--- config.mk ---
export PLATFORM = sky130hd
export DESIGN_NAME = cpu_control_fsm_flat
export DESIGN_NICKNAME = d
export VERILOG_FILES = /design/src/rtl/cpu_control_fsm_if.sv /design/src/rtl/cpu_control_fsm.sv /design/src/flat_wrapper.sv
export SDC_FILE = /design/constraint.sdc
export NUM_CORES = 1
export LEC_CHECK = 0
export ABC_AREA = 0
export BUFFER_PORTS_ARGS = -buffer_cell sky130_fd_sc_hd__buf_2
export CORE_MARGIN = 2
export CORE_UTILIZATION = 55
export CTS_BUF_LIST = sky130_fd_sc_hd__clkbuf_16
export CTS_CLUSTER_DIAMETER = 30
export DETAILED_ROUTE_END_ITERATION = 10
export GPL_TIMING_DRIVEN = 0
export PLACE_DENSITY = 0.82
export SETUP_SLACK_MARGIN = 0.05
export SYNTH_ARGS = -nofsm -noshare
export SYNTH_HDL_FRONTEND = slang
export SYNTH_SLANG_ARGS = --single-unit
--- constraint.sdc ---
create_clock -name clk -period 4.4 [get_ports clk]
set_clock_uncertainty 0.15 [all_clocks]
set_input_delay 0.22 -clock clk [delete_from_list [all_inputs] [get_ports clk]]
set_output_delay 0.22 -clock clk [all_outputs]
set_load 0.01 [all_outputs]
--- src/rtl/cpu_control_fsm_if.sv ---
// Instruction/data memory handshakes between the control sequencer and memories.
interface cpu_control_fsm_if;
    logic        imem_req;
    logic [31:0] imem_addr;
    logic        imem_ack;
    logic [31:0] imem_rdata;
    logic        dmem_read;
    logic        dmem_write;
    logic        dmem_ack;

    modport master (
        output imem_req, imem_addr, dmem_read, dmem_write,
        input  imem_ack, imem_rdata, dmem_ack
    );

    modport slave (
        input  imem_req, imem_addr, dmem_read, dmem_write,
        output imem_ack, imem_rdata, dmem_ack
    );
endinterface

--- src/rtl/cpu_control_fsm.sv ---
// Multi-cycle fetch/decode/execute/memory/writeback sequencer with PC and timeout.
// Optional condition-code evaluation is enabled by defining COND_EXEC_EN.
module cpu_control_fsm #(
    parameter logic [31:0]          RESET_PC    = 32'h0000_0000,
    parameter int                   TIMEOUT_W   = 8,
    parameter logic [TIMEOUT_W-1:0] MEM_TIMEOUT = 8'd255
) (
    input  logic                     clk,
    input  logic                     rst,
    cpu_control_fsm_if.master        mem,
    output logic [31:0]              instr,
    output logic                     dec_enable,
    output logic                     alu_enable,
    input  logic [3:0]               flags_nzcv,
    output logic                     rf_we,
    output logic [31:0]              pc,
    output logic                     fault,
    output logic                     busy
);

    typedef enum logic [2:0] {
        S_FETCH,
        S_DECODE,
        S_EXECUTE,
        S_MEMORY,
        S_WRITEBACK
    } state_t;

    state_t               state, state_d;
    logic [31:0]          pc_d, instr_d;
    logic                 fault_d;
    logic [TIMEOUT_W-1:0] cnt, cnt_d;

    logic [2:0]  cls;
    logic        is_dp, is_ls, is_br;
    logic        is_load, is_cmp;
    logic        cond_ok;
    logic        waiting, timeout;
    logic [31:0] br_off;

    assign cls     = instr[27:25];
    assign is_dp   = (cls[2:1] == 2'b00);
    assign is_ls   = (cls[2:1] == 2'b01);
    assign is_br   = (cls == 3'b101);
    assign is_load = instr[20];
    assign is_cmp  = (instr[24:23] == 2'b10);
    assign br_off  = {{6{instr[23]}}, instr[23:0], 2'b00};

    // The timeout cycle itself drops the request and ignores any late ack.
    assign waiting = (state == S_FETCH) || (state == S_MEMORY);
    assign timeout = waiting && (cnt == MEM_TIMEOUT);

`ifdef COND_EXEC_EN
    logic n_f, z_f, c_f, v_f;
    logic unused_bits;

    assign {n_f, z_f, c_f, v_f} = flags_nzcv;
    assign unused_bits = ^instr[22:21];

    always_comb begin
        cond_ok = 1'b0;
        unique case (instr[31:28])
            4'b0000: cond_ok = z_f;
            4'b0001: cond_ok = !z_f;
            4'b0010: cond_ok = c_f;
            4'b0011: cond_ok = !c_f;
            4'b0100: cond_ok = n_f;
            4'b0101: cond_ok = !n_f;
            4'b0110: cond_ok = v_f;
            4'b0111: cond_ok = !v_f;
            4'b1000: cond_ok = c_f && !z_f;
            4'b1001: cond_ok = !c_f || z_f;
            4'b1010: cond_ok = (n_f == v_f);
            4'b1011: cond_ok = (n_f != v_f);
            4'b1100: cond_ok = !z_f && (n_f == v_f);
            4'b1101: cond_ok = z_f || (n_f != v_f);
            4'b1110: cond_ok = 1'b1;
            default: cond_ok = 1'b0;
        endcase
    end
`else
    logic unused_bits;

    assign cond_ok     = 1'b1;
    assign unused_bits = ^{flags_nzcv, instr[31:28], instr[22:21]};
`endif

    always_ff @(posedge clk or posedge rst) begin
        if (rst) begin
            state <= S_FETCH;
            pc    <= RESET_PC;
            instr <= '0;
            fault <= 1'b0;
            cnt   <= '0;
        end else begin
            state <= state_d;
            pc    <= pc_d;
            instr <= instr_d;
            fault <= fault_d;
            cnt   <= cnt_d;
        end
    end

    always_comb begin
        state_d = state;
        pc_d    = pc;
        instr_d = instr;
        fault_d = fault;
        cnt_d   = '0;
        unique case (state)
            S_FETCH: begin
                if (timeout) begin
                    fault_d = 1'b1;
                    pc_d    = pc + 32'd4;
                end else if (mem.imem_ack) begin
                    instr_d = mem.imem_rdata;
                    state_d = S_DECODE;
                end else begin
                    cnt_d = cnt + 1'b1;
                end
            end
            S_DECODE: begin
                state_d = S_EXECUTE;
            end
            S_EXECUTE: begin
                state_d = S_FETCH;
                pc_d    = pc + 32'd4;
                if (cond_ok) begin
                    unique case (1'b1)
                        is_dp: begin
                            state_d = S_WRITEBACK;
                            pc_d    = pc;
                        end
                        is_ls: begin
                            state_d = S_MEMORY;
                            pc_d    = pc;
                        end
                        is_br: pc_d = pc + 32'd8 + br_off;
                        default: ;
                    endcase
                end
            end
            S_MEMORY: begin
                if (timeout) begin
                    fault_d = 1'b1;
                    pc_d    = pc + 32'd4;
                    state_d = S_FETCH;
                end else if (mem.dmem_ack) begin
                    state_d = is_load ? S_WRITEBACK : S_FETCH;
                    pc_d    = is_load ? pc : pc + 32'd4;
                end else begin
                    cnt_d = cnt + 1'b1;
                end
            end
            S_WRITEBACK: begin
                pc_d    = pc + 32'd4;
                state_d = S_FETCH;
            end
            default: state_d = S_FETCH;
        endcase
    end

    always_comb begin
        mem.imem_req   = 1'b0;
        mem.dmem_read  = 1'b0;
        mem.dmem_write = 1'b0;
        dec_enable     = 1'b0;
        alu_enable     = 1'b0;
        rf_we          = 1'b0;
        unique case (state)
            S_FETCH:     mem.imem_req = !timeout && !rst;
            S_DECODE:    dec_enable   = 1'b1;
            S_EXECUTE:   alu_enable   = cond_ok && is_dp;
            S_MEMORY: begin
                mem.dmem_read  = !timeout && is_load;
                mem.dmem_write = !timeout && !is_load;
            end
            S_WRITEBACK: rf_we = !(is_dp && is_cmp);
            default: ;
        endcase
    end

    assign mem.imem_addr = pc;
    assign busy          = (state != S_FETCH);

endmodule

--- src/flat_wrapper.sv ---
// flat-port wrapper written by rule: the top's interface ports become plain ports
module cpu_control_fsm_flat 
#(
    parameter logic [31:0]          RESET_PC    = 32'h0000_0000,
    parameter int                   TIMEOUT_W   = 8,
    parameter logic [TIMEOUT_W-1:0] MEM_TIMEOUT = 8'd255
)
  (clk, rst, instr, dec_enable, alu_enable, flags_nzcv, rf_we, pc, fault, busy, mem_imem_req, mem_imem_addr, mem_dmem_read, mem_dmem_write, mem_imem_ack, mem_imem_rdata, mem_dmem_ack);
  cpu_control_fsm_if mem_i ();
  input  logic clk;
  input  logic rst;
  output logic [31:0] instr;
  output logic dec_enable;
  output logic alu_enable;
  input  logic [3:0] flags_nzcv;
  output logic rf_we;
  output logic [31:0] pc;
  output logic fault;
  output logic busy;
  output wire logic [$bits(mem_i.imem_req)-1:0] mem_imem_req;
  output wire logic [$bits(mem_i.imem_addr)-1:0] mem_imem_addr;
  output wire logic [$bits(mem_i.dmem_read)-1:0] mem_dmem_read;
  output wire logic [$bits(mem_i.dmem_write)-1:0] mem_dmem_write;
  input wire logic [$bits(mem_i.imem_ack)-1:0] mem_imem_ack;
  input wire logic [$bits(mem_i.imem_rdata)-1:0] mem_imem_rdata;
  input wire logic [$bits(mem_i.dmem_ack)-1:0] mem_dmem_ack;
  assign mem_imem_req = mem_i.imem_req;
  assign mem_imem_addr = mem_i.imem_addr;
  assign mem_dmem_read = mem_i.dmem_read;
  assign mem_dmem_write = mem_i.dmem_write;
  assign mem_i.imem_ack = mem_imem_ack;
  assign mem_i.imem_rdata = mem_imem_rdata;
  assign mem_i.dmem_ack = mem_dmem_ack;
  cpu_control_fsm #(.RESET_PC(RESET_PC), .TIMEOUT_W(TIMEOUT_W), .MEM_TIMEOUT(MEM_TIMEOUT)) u_core (.clk(clk), .rst(rst), .mem(mem_i), .instr(instr), .dec_enable(dec_enable), .alu_enable(alu_enable), .flags_nzcv(flags_nzcv), .rf_we(rf_we), .pc(pc), .fault(fault), .busy(busy));
endmodule
* After elaboration in Yosys (flattened, before gate mapping)
Cells that the tools add are included.
** Storage, ports and cells
- Register bits :: 76
- Latch bits :: 0
- RAM bits :: 0
- ROM bits :: 0
- Input port bits :: 40
- Output and inout port bits :: 104
- Logic and storage cells :: 68
- Memories :: 0
** Cells by class
- $add $sub $neg :: 4
- Multipliers :: 0
- Div/mod/pow operators :: 0
- Magnitude comparators :: 0
- Equal/unequal tests :: 14
- Shifts and indexed selects :: 0
- Muxes and demuxes :: 24
- Bitwise logic cells :: 1
- Reductions and logical operators :: 20
** Operators by type and width (number)
- $mux 32 :: 4
- $pmux 32 s4 :: 1
- $pmux 32 s2 :: 1
- $add 32x3->32 const B :: 1
- $add 32x32->32 :: 1
- $add 32x4->32 const B :: 1
- $mux 8 :: 4
- $pmux 8 s2 :: 1
- $mux 3 :: 5
- $pmux 3 s4 :: 1
- $add 8x1->8 const B :: 1
- $eq 8x8->1 const B :: 1
- $eq 3x2->1 const B :: 2
- $eq 3x3->1 const B :: 2
- $mux 1 :: 6
- $ne 2x2->1 const B :: 3
- $pmux 3 s2 :: 1
- $reduce_and 3->1 :: 2
- $logic_and 1x1->1 :: 5
- $reduce_and 5->1 :: 1
- $logic_not 1->1 :: 4
- $reduce_bool 4->1 :: 1
- $reduce_or 2->1 :: 2
- $eq 3x1->1 const B :: 1
- 11 further kinds :: 11

* Depth between registers and ports, before layout
Gate-level depths: netlist of the first run.
- Depth after elaboration :: 6
- Mapped depth :: 13
- Gate-level depth less buffers :: 13

* Least setup slack after synthesis of the first run
No wires, ideal clock.
- Path type :: flip-flop to flip-flop
- Start :: register u_core.pc[3], in the netlist u_core.mem.imem_addr[3]
- End :: register u_core.pc[21], in the netlist u_core.mem.imem_addr[21]
- Arrival :: 2.932 ns
- Path slack :: 1.181 ns
- Stages on the path, launching flop included :: 14
- Cell sequence :: dfrtp_1 -> inv_1 -> ha_1 -> inv_1 -> ha_1 -> fa_1 -> a21oi_1 -> nand4b_1 -> a21boi_1 -> o31a_1 -> or4_1 -> a31oi_1 -> xor2_1 -> a21oi_1
** Between the ends
- Longest elaborated chain between the ends :: 5
- Elaborated cells between the ends (all ways) :: 9
- Classes of those cells :: add/sub (3); mux (6)
** Ends and longest elaborated chain
- start: declaration :: line cpu_control_fsm.sv:16 : output logic [31:0] pc,
- start signal: assignment :: line cpu_control_fsm.sv:97 : pc <= pc_d;
- branches (longest 4 deep; another with $add 32x4->32)
- $pmux 32 s4 * :: line cpu_control_fsm.sv:110 : unique case (state)
Every way passes the cells marked *. The select of a mux whose other input is x is not followed.
A chain may end at the register's enable or synchronous reset.

* Worst setup path after layout of the first run
Ends and elaborated chain as after synthesis.

==> results of run 1 <==
metrics by stage:
| stage | hold WS [ns] | util | cell area [um^2] | power [uW] |
|---|---|---|---|---|
| 2_1_floorplan | 0.180 | - | 5850 | 4610 |
| 3_5_place_dp | -0.00847 | 0.652 | 6730 | 5850 |
| 6_report | 0.174 | 0.709 | 7320 | 6660 |
| 3_3_place_gp | 0.301 | 0.649 | 6700 | 5700 |
| 5_1_grt | 0.192 | 0.709 | 7320 | 7190 |
| 4_1_cts | 0.165 | 0.709 | 7320 | 6580 |
worst min-delay path, stage by stage:
cell           delay, ns
dlygate4sd3_1       0.52
buf_2               0.13
inv_4               0.14
power groups by stage:
stage	Sequential [uW]	Combinational, uW	Clock, uW
final	1420	4580	656
after global routing	1470	5030	692
after CTS	1410	4520	658
after detailed placement	1420	4430	0
after global placement	1390	4310	0
after floorplan	1440	3180	0
routing by layer:
metal  global-route usage  up-vias  part of all wire
met5                    0        -                 0
met2                0.496      304              0.49
met3               0.0438       31             0.075
li1                     -     2747                 -
met4                0.120        0             0.021
met1                0.374     2773              0.42
placed cells by master, fill, tap and decap left out, types with 4 or more instances in the layout:
master,instances
conb_1,4
and4_1,4
xor2_1,13
nand3_1,31
nor3_1,19
ha_1,59
o21a_1,9
clkinv_2,4
nand4_1,10
clkbuf_16,9
a21o_1,12
nand2_1,47
dfrtp_1,74
a211oi_1,5
dlygate4sd3_1,34
inv_1,14
xnor2_1,14
clkbuf_1,16
o22ai_1,6
and3_1,10
buf_4,35
a31oi_1,7
mux2_2,32
a21oi_1,56
nor2b_1,4
buf_2,140
o21ai_0,36
nor2_1,52
o21ai_1,5
layout make-up:
type                       instances  area (um^2)
buffer                            60          395
sequential                        74         1850
fill                             851         3010
multi-input combinational        510         3550
tap                              136          170
timing repair buffer             170         1040
inverter                          15         58.8
clock buffer                       9          225
clock inverter                     5         23.8
flip-flops by register name, indices dropped and copies added (netlist names):
register,flops
u_core.fault,1
u_core.state,3
u_core.cnt,8
u_core.mem.imem_addr,30
u_core.instr,32
synth_stat cells, types with 4 or more instances:
cell type	count	area share
nand2_1	47	0.030
xnor2_1	14	0.021
and3_1	10	0.011
a31oi_1	7	0.0075
dfrtp_1	74	0.32
o21ai_0	36	0.031
inv_1	15	0.0096
xor2_1	13	0.019
buf_2	5	0.0043
mux2_2	32	0.062
clkbuf_1	16	0.010
and4_1	4	0.0060
nor2_1	52	0.033
nand3_1	31	0.027
o21a_1	9	0.012
nor3_1	19	0.016
buf_4	35	0.045
a21oi_1	56	0.048
a21o_1	12	0.015
a211oi_1	5	0.0064
nand4_1	10	0.011
o22ai_1	6	0.0064
o21ai_1	5	0.0043
ha_1	59	0.13
nor2b_1	4	0.0043
cell families after synthesis:
family,after synthesis
xor gates and xnor gates,27
other,1
buffers and inverters,75
muxes,33
AOI/OAI and AO/OA,176
DFF,74
and+or+nand+nor,210
adders and majority gates,60
worst max-delay path by stage:
stage,startpoint,to,slack (ns),cells after the start
after detailed placement,u_core.mem.imem_addr[3],u_core.mem.imem_addr[21],0.82,13
after global routing,u_core.mem.imem_addr[3],u_core.mem.imem_addr[21],0.58,13
after CTS,u_core.mem.imem_addr[3],u_core.mem.imem_addr[21],0.74,13
final,u_core.mem.imem_addr[3],u_core.mem.imem_addr[21],0.69,13
after global placement,u_core.mem.imem_addr[3],u_core.mem.imem_addr[21],0.93,13
after floorplan,u_core.mem.imem_addr[3],u_core.mem.imem_addr[21],1.18,13
timing repair:
item | in CTS | in global routing
endpoints found under the hold margin | 107 | 0
hold buffers | 34 | 0
endpoints found under the setup margin | 0 | 0
==> summary.md, run 1 <==
| Metric | Value |
|---|---|
| Number of synthesized flops with an enable pin | `0` |
| Cts bufs inserted | `9` |
| Critical path endpoint category | `register` |
| Min Tclk post-route | `between 3 and 4 ns` |
| Psw | `around 3300 uW` |
| Number of post-CTS setup repair buffers | `0` |
| Share of cell area taken by muxes after synthesis | `0.0634` |
| Synth Instances | `around 660` |
| Type of the most critical hold path | `primary input to async pin` |
| Clock transition time at the flip-flop clock pins of the worst setup and hold paths | `0.06 ns` |
| Max-cap violation count | `0` |
| Starting Density | `0.566` |
| Clock group share of total power | `0.098` |
| Setup repair after global routing missed its margin | `false` |
| Areal power density over the cells | `910 nW/um^2` |
| Floorplan core area | `approximately 10000 um^2` |
| Proportion of layout cells with a drive suffix above 1 | `0.291` |
| Xor and xnor fraction of the mapped netlist area | `0.0405` |
| Routed wire length | `around 17000 um` |
| Number of H-tree branching levels | `3` |
| Minimum setup slack among reg-to-reg paths | `approximately 0.69 ns` |
| Pin count of the biggest net entering global routing | `66` |
| Horizontal die dimension | `between 100 and 150 um` |
| Setup violations, final | `0` |
| Internal Power | `about 3400 uW` |
| Max Freq | `around 270 MHz` |
| Placed wire-length estimate after detailed placement | `approximately 12000 um` |
| TritonCTS clock tree | `done` |
| Via total after detailed routing | `between 5000 and 6000` |
| DR vias/cell | `~6` |
| Critical path start-end classification | `register to register` |
| Total Negative Setup Slacks | `0 ns` |
| Arrival time reported for the critical path endpoint | `between 3 and 4 ns` |
| Clock tree root driver cell | `clkbuf_16` |
| Combined area of all synthesized cells | `5840 um^2` |
| Count of standard-cell rows | `37` |
| Commonest register cell after synthesis | `dfrtp_1` |
| Required time at the endpoint of the critical path | `approximately 4.4 ns` |
| Critical Path Start Type | `register` |
| Post-synthesis area per instance | `8.91 um^2` |
| Dominant combinational cell family by area after synthesis | `compound AO/OA/AOI/OAI gates` |
| Total instance count after detailed placement | `931` |
| Initial antenna violation count | `0` |
| Die span in y | `roughly 110 um` |
| Cells along the critical path | `inv_1 > ha_1 > inv_1 > ha_1 > fa_1 > a21oi_1 > nand4b_1 > a21boi_1 > o31a_1 > or4_1 > a31oi_1 > xor2_1 > a21oi_1` |
| R2R Path End | `u_core.mem.imem_addr[21]` |
| Fin crit share | `0.843` |
| Cell variety after synth | `a little over 70` |
| Area enclosed by the die boundary | `approximately 11000 um^2` |
| Source of the worst register-to-register timing path | `u_core.mem.imem_addr[3]` |
| Synthesis-stage register bit count | `74` |
| DRC violations left | `0` |
| Clk sink count | `74` |
| Final nets | `between 900 and 1000` |
| Share of total power consumed by net switching | `0.490` |
| Global-route wire length before repair | `about 27000 um` |
| Number of buffers and inverters on the critical path | `2` |
| Cell count of the worst reg-to-reg path | `13` |
| Final-report hold violation count | `0` |
| Critical path's largest stage delay | `0.51 ns` |
| Count of buffers from port buffering | `around 140` |
| Relative slew margins | `0.528` |
| Proportion of power drawn by combinational gates | `0.688` |
| Antenna violation net count after detailed routing | `0` |
| Vias in the first global route | `between 5000 and 6000` |
| Number of slew-limit violations in the final report | `0` |
| Status | `completed` |
| Critical-path cell with the highest stage delay | `or4_1` |
| DRC violation total after the first TritonRoute iteration | `roughly 490` |
| Pleak | `0.00360 uW` |
| Family of cells with the greatest summed delay on the critical path | `compound AO/OA/AOI/OAI gates` |
| Post-synthesis simple-gate area fraction | `0.180` |
| Final standard cell count with taps included and fillers excluded | `slightly below 1000` |
| I/O pin count | `between 100 and 150` |
| Worst Tran Pin Value | `0.704 ns` |
| Synthesis-to-layout area growth | `25.3%` |
| Pre-CTS worst setup slack | `between 0.8 and 0.9 ns` |
| Highest net fanout along the worst path | `7` |
| Warnings, synthesis | `0` |
| Clock latency on the worst-skew pair | `0.34 ns` |
| All-layer global routing usage | `0.293` |
| Post-cts repair resize count | `0` |
| Total iterations of the first detailed-routing run | `5` |
| Aggregate global routing overflow | `0` |
| Sequential cell fraction of total power | `0.214` |
| Peak ir drop on the vdd network | `0.000530 V` |
| Count of inserted antenna diode cells | `0` |
| Gp weighted congestion | `roughly 0.9` |
| FFs w/ async S/R, synth | `1.00` |
| Maximum root-to-sink buffer count | `2` |
| Post-synthesis sequential area ratio | `0.317` |
| Post-synthesis adder-cell area fraction | `0.130` |
| Routed wire length per instance | `17.0 um` |
| Min setup slack post-route | `about 0.69 ns` |
| Area fraction in compound gates after synthesis | `0.191` |
Note: power is estimated with default switching activity, not from simulation.
==> inputs of run 2 (changes only) <==
--- a/config.mk
+++ b/config.mk
@@ -8,12 +8,12 @@
 export ABC_AREA = 0
 export BUFFER_PORTS_ARGS = -buffer_cell sky130_fd_sc_hd__buf_2
 export CORE_MARGIN = 2
-export CORE_UTILIZATION = 55
+export CORE_UTILIZATION = 50
 export CTS_BUF_LIST = sky130_fd_sc_hd__clkbuf_16
 export CTS_CLUSTER_DIAMETER = 30
 export DETAILED_ROUTE_END_ITERATION = 10
 export GPL_TIMING_DRIVEN = 0
-export PLACE_DENSITY = 0.82
+export PLACE_DENSITY = 0.79
 export SETUP_SLACK_MARGIN = 0.05
 export SYNTH_ARGS = -nofsm -noshare
 export SYNTH_HDL_FRONTEND = slang
==> constraint.sdc (replaced) <==
create_clock -name clk -period 3.3 [get_ports clk]
set_clock_uncertainty 0.15 [all_clocks]
set_input_delay 0.165 -clock clk [delete_from_list [all_inputs] [get_ports clk]]
set_output_delay 0.165 -clock clk [all_outputs]
set_load 0.01 [all_outputs]
==> run 2 against run 1 <==
  * Clock power rose by 62%
  * First-iteration DRC count grew 23%
  * Critical path type unchanged
  * Worst setup slack lost 0.66 ns
  * Largest power group unchanged
  * Critical path depth unchanged
  * Sequential cell count stayed put
==> summary.md, run 2 (synthesized netlist as in run 1, its figures left out) <==
| Metric | Value |
|---|---|
| Number of slew-limit violations in the final report | `0` |
| Setup violations, final | `0` |
| Relative slew margins | `0.534` |
| Worst Tran Pin Value | `between 0.6 and 0.7 ns` |
| Final standard cell count with taps included and fillers excluded | `approximately 1000` |
| Number of H-tree branching levels | `3` |
| Areal power density over the cells | `~1300 nW/um^2` |
| Peak ir drop on the vdd network | `roughly 0.00080 V` |
| Routed wire length | `~18000 um` |
| Horizontal die dimension | `112 um` |
| Highest net fanout along the worst path | `3` |
| Placed wire-length estimate after detailed placement | `11800 um` |
| Routed wire length per instance | `about 17 um` |
| DRC violation total after the first TritonRoute iteration | `~600` |
| Synthesis-to-layout area growth | `33.6%` |
| Required time at the endpoint of the critical path | `3.36 ns` |
| Worst hold margin | `0.111 ns` |
| Setup repair after global routing missed its margin | `true` |
| Critical Path Start Type | `register` |
| Maximum root-to-sink buffer count | `2` |
| DR vias/cell | `5.96` |
| Final nets | `a little under 1000` |
| Final-report hold violation count | `0` |
| Floorplan core area | `about 11000 um^2` |
| Pleak | `approximately 0.0037 uW` |
| Fin crit share | `0.990` |
| Final cell area excluding filler cells | `just under 8000 um^2` |
| Antenna violation net count after detailed routing | `0` |
| Flip-flop count of the largest register after layout | `32` |
| Total iterations of the first detailed-routing run | `5` |
| Clk sink count | `74` |
| Gp weighted congestion | `between 0.9 and 1` |
| Die span in y | `roughly 110 um` |
| Cts bufs inserted | `9` |
| Area enclosed by the die boundary | `12600 um^2` |
| Total Negative Setup Slacks | `0 ns` |
| Max Freq | `~310 MHz` |
| Pin count of the biggest net entering global routing | `between 60 and 70` |
| Clock transition time at the flip-flop clock pins of the worst setup and hold paths | `roughly 0.06 ns` |
| Count of buffers from port buffering | `around 140` |
| Starting Density | `0.512` |
| Vias in the first global route | `between 5000 and 6000` |
| Aggregate global routing overflow | `0` |
| Critical path endpoint category | `register` |
| Minimum setup slack among reg-to-reg paths | `0.03 ns` |
| Status | `completed` |
| I/O pin count | `between 100 and 150` |
| DRC violations left | `0` |
| R2R Path End | `u_core.mem.imem_addr[21]` |
| Via total after detailed routing | `between 6000 and 7000` |
| TritonCTS clock tree | `done` |
| Proportion of layout cells with a drive suffix above 1 | `0.358` |
| Top reg by flops | `u_core.instr` |
| Highest-count cells in the layout ignoring fill and taps | `buf_2, dfrtp_1, buf_4, a21oi_1, nor2_1` |
| Cell count of the worst reg-to-reg path | `13` |
| Clock latency on the worst-skew pair | `approximately 0.35 ns` |
| Clock tree root driver cell | `clkbuf_16` |
| Max-cap violation count | `0` |
| Initial antenna violation count | `0` |
| Source of the worst register-to-register timing path | `u_core.instr[1]` |
| Count of inserted antenna diode cells | `0` |
| Post-placement cell area | `6740 um^2` |
| Global-route wire length before repair | `27300 um` |
| All-layer global routing usage | `0.268` |
| Arrival time reported for the critical path endpoint | `3.32 ns` |
| Critical path start-end classification | `register to register` |
| Most common cell after layout, fill and taps aside | `buf_2` |
| Count of standard-cell rows | `39` |
| Total instance count after detailed placement | `about 940` |
| Type of the most critical hold path | `primary input to async pin` |
| Min Tclk post-route | `roughly 3.3 ns` |
## run 2: changes by cell type in the layout (fill, tap and decap cells not counted), moves of 3 or more
cell	change
a211oi_2	+3
ha_2	+4
ha_1	-11
ha_4	+7
a211oi_1	-3
a21oi_4	+3
a21oi_1	-3
clkinv_2	-3
buf_4	+21
dfrtp_1	-11
dfrtp_2	+11
## run 2: worst max-delay path, stage by stage, from the launching register on
cell and delay (ns):
dfrtp_1 0.37, inv_2 0.05, ha_4 0.25, inv_2 0.03
ha_4 0.15, fa_2 0.35, a21oi_2 0.17, nand4b_1 0.18
a21boi_2 0.09, o31a_1 0.35, or4_4 0.56, a31oi_4 0.18
xor2_1 0.16, a21oi_1 0.08
## run 2: stage by stage
step	util	power [uW]	setup slack (ns)
after floorplan	-	6150	0.0813
after global placement	0.587	7620	-0.176
after detailed placement	0.590	7830	-0.255
after CTS	0.658	9260	0.0419
after global routing	0.683	10600	-0.0903
final	0.683	9910	0.0321
## run 2: per-layer routing
metal / up-vias / GRT usage / share of wire / wire [um]
li1: 2778 / - / - / -
met2: 315 / 0.451 / 0.49 / 8630
met4: 0 / 0.105 / 0.030 / 527
met3: 52 / 0.0416 / 0.073 / 1290
met1: 2870 / 0.347 / 0.40 / 7110
met5: - / 0 / 0 / 0
## run 2: power by group
| part | internal, uW | switching, uW |
|---|---|---|
| logic | 3190 | 3810 |
| clock network | 653 | 404 |
| registers | 1320 | 534 |
## run 2: how the worst max path moves through the flow
stage                            startpoint                        to  cells after the start  slack (ns)
finish                      u_core.instr[1]  u_core.mem.imem_addr[21]                     13        0.03
global route                u_core.instr[1]  u_core.mem.imem_addr[21]                     13       -0.09
CTS                         u_core.instr[1]  u_core.mem.imem_addr[21]                     13        0.04
detailed placement  u_core.mem.imem_addr[3]  u_core.mem.imem_addr[21]                     13       -0.26
global placement    u_core.mem.imem_addr[3]  u_core.mem.imem_addr[21]                     13       -0.18
floorplan           u_core.mem.imem_addr[3]  u_core.mem.imem_addr[21]                     13        0.08
## run 2: final cells by class
| type | count | area (um^2) |
|---|---|---|
| tap | 143 | 179 |
| buffer | 60 | 399 |
| sequential | 74 | 1870 |
| inverter | 15 | 58.8 |
| multi-input combinational | 510 | 3780 |
| timing repair buffer | 192 | 1210 |
| clock buffer | 9 | 225 |
| fill | 898 | 3610 |
| clock inverter | 7 | 83.8 |
## run 2: timing repair
action	4_1_cts	5_1_grt
setup buffers	9	13
setup endpoints to repair	9	7
gates resized for setup	19	35
pin swaps	7	20
hold endpoints to repair	107	0
hold buffers	34	0
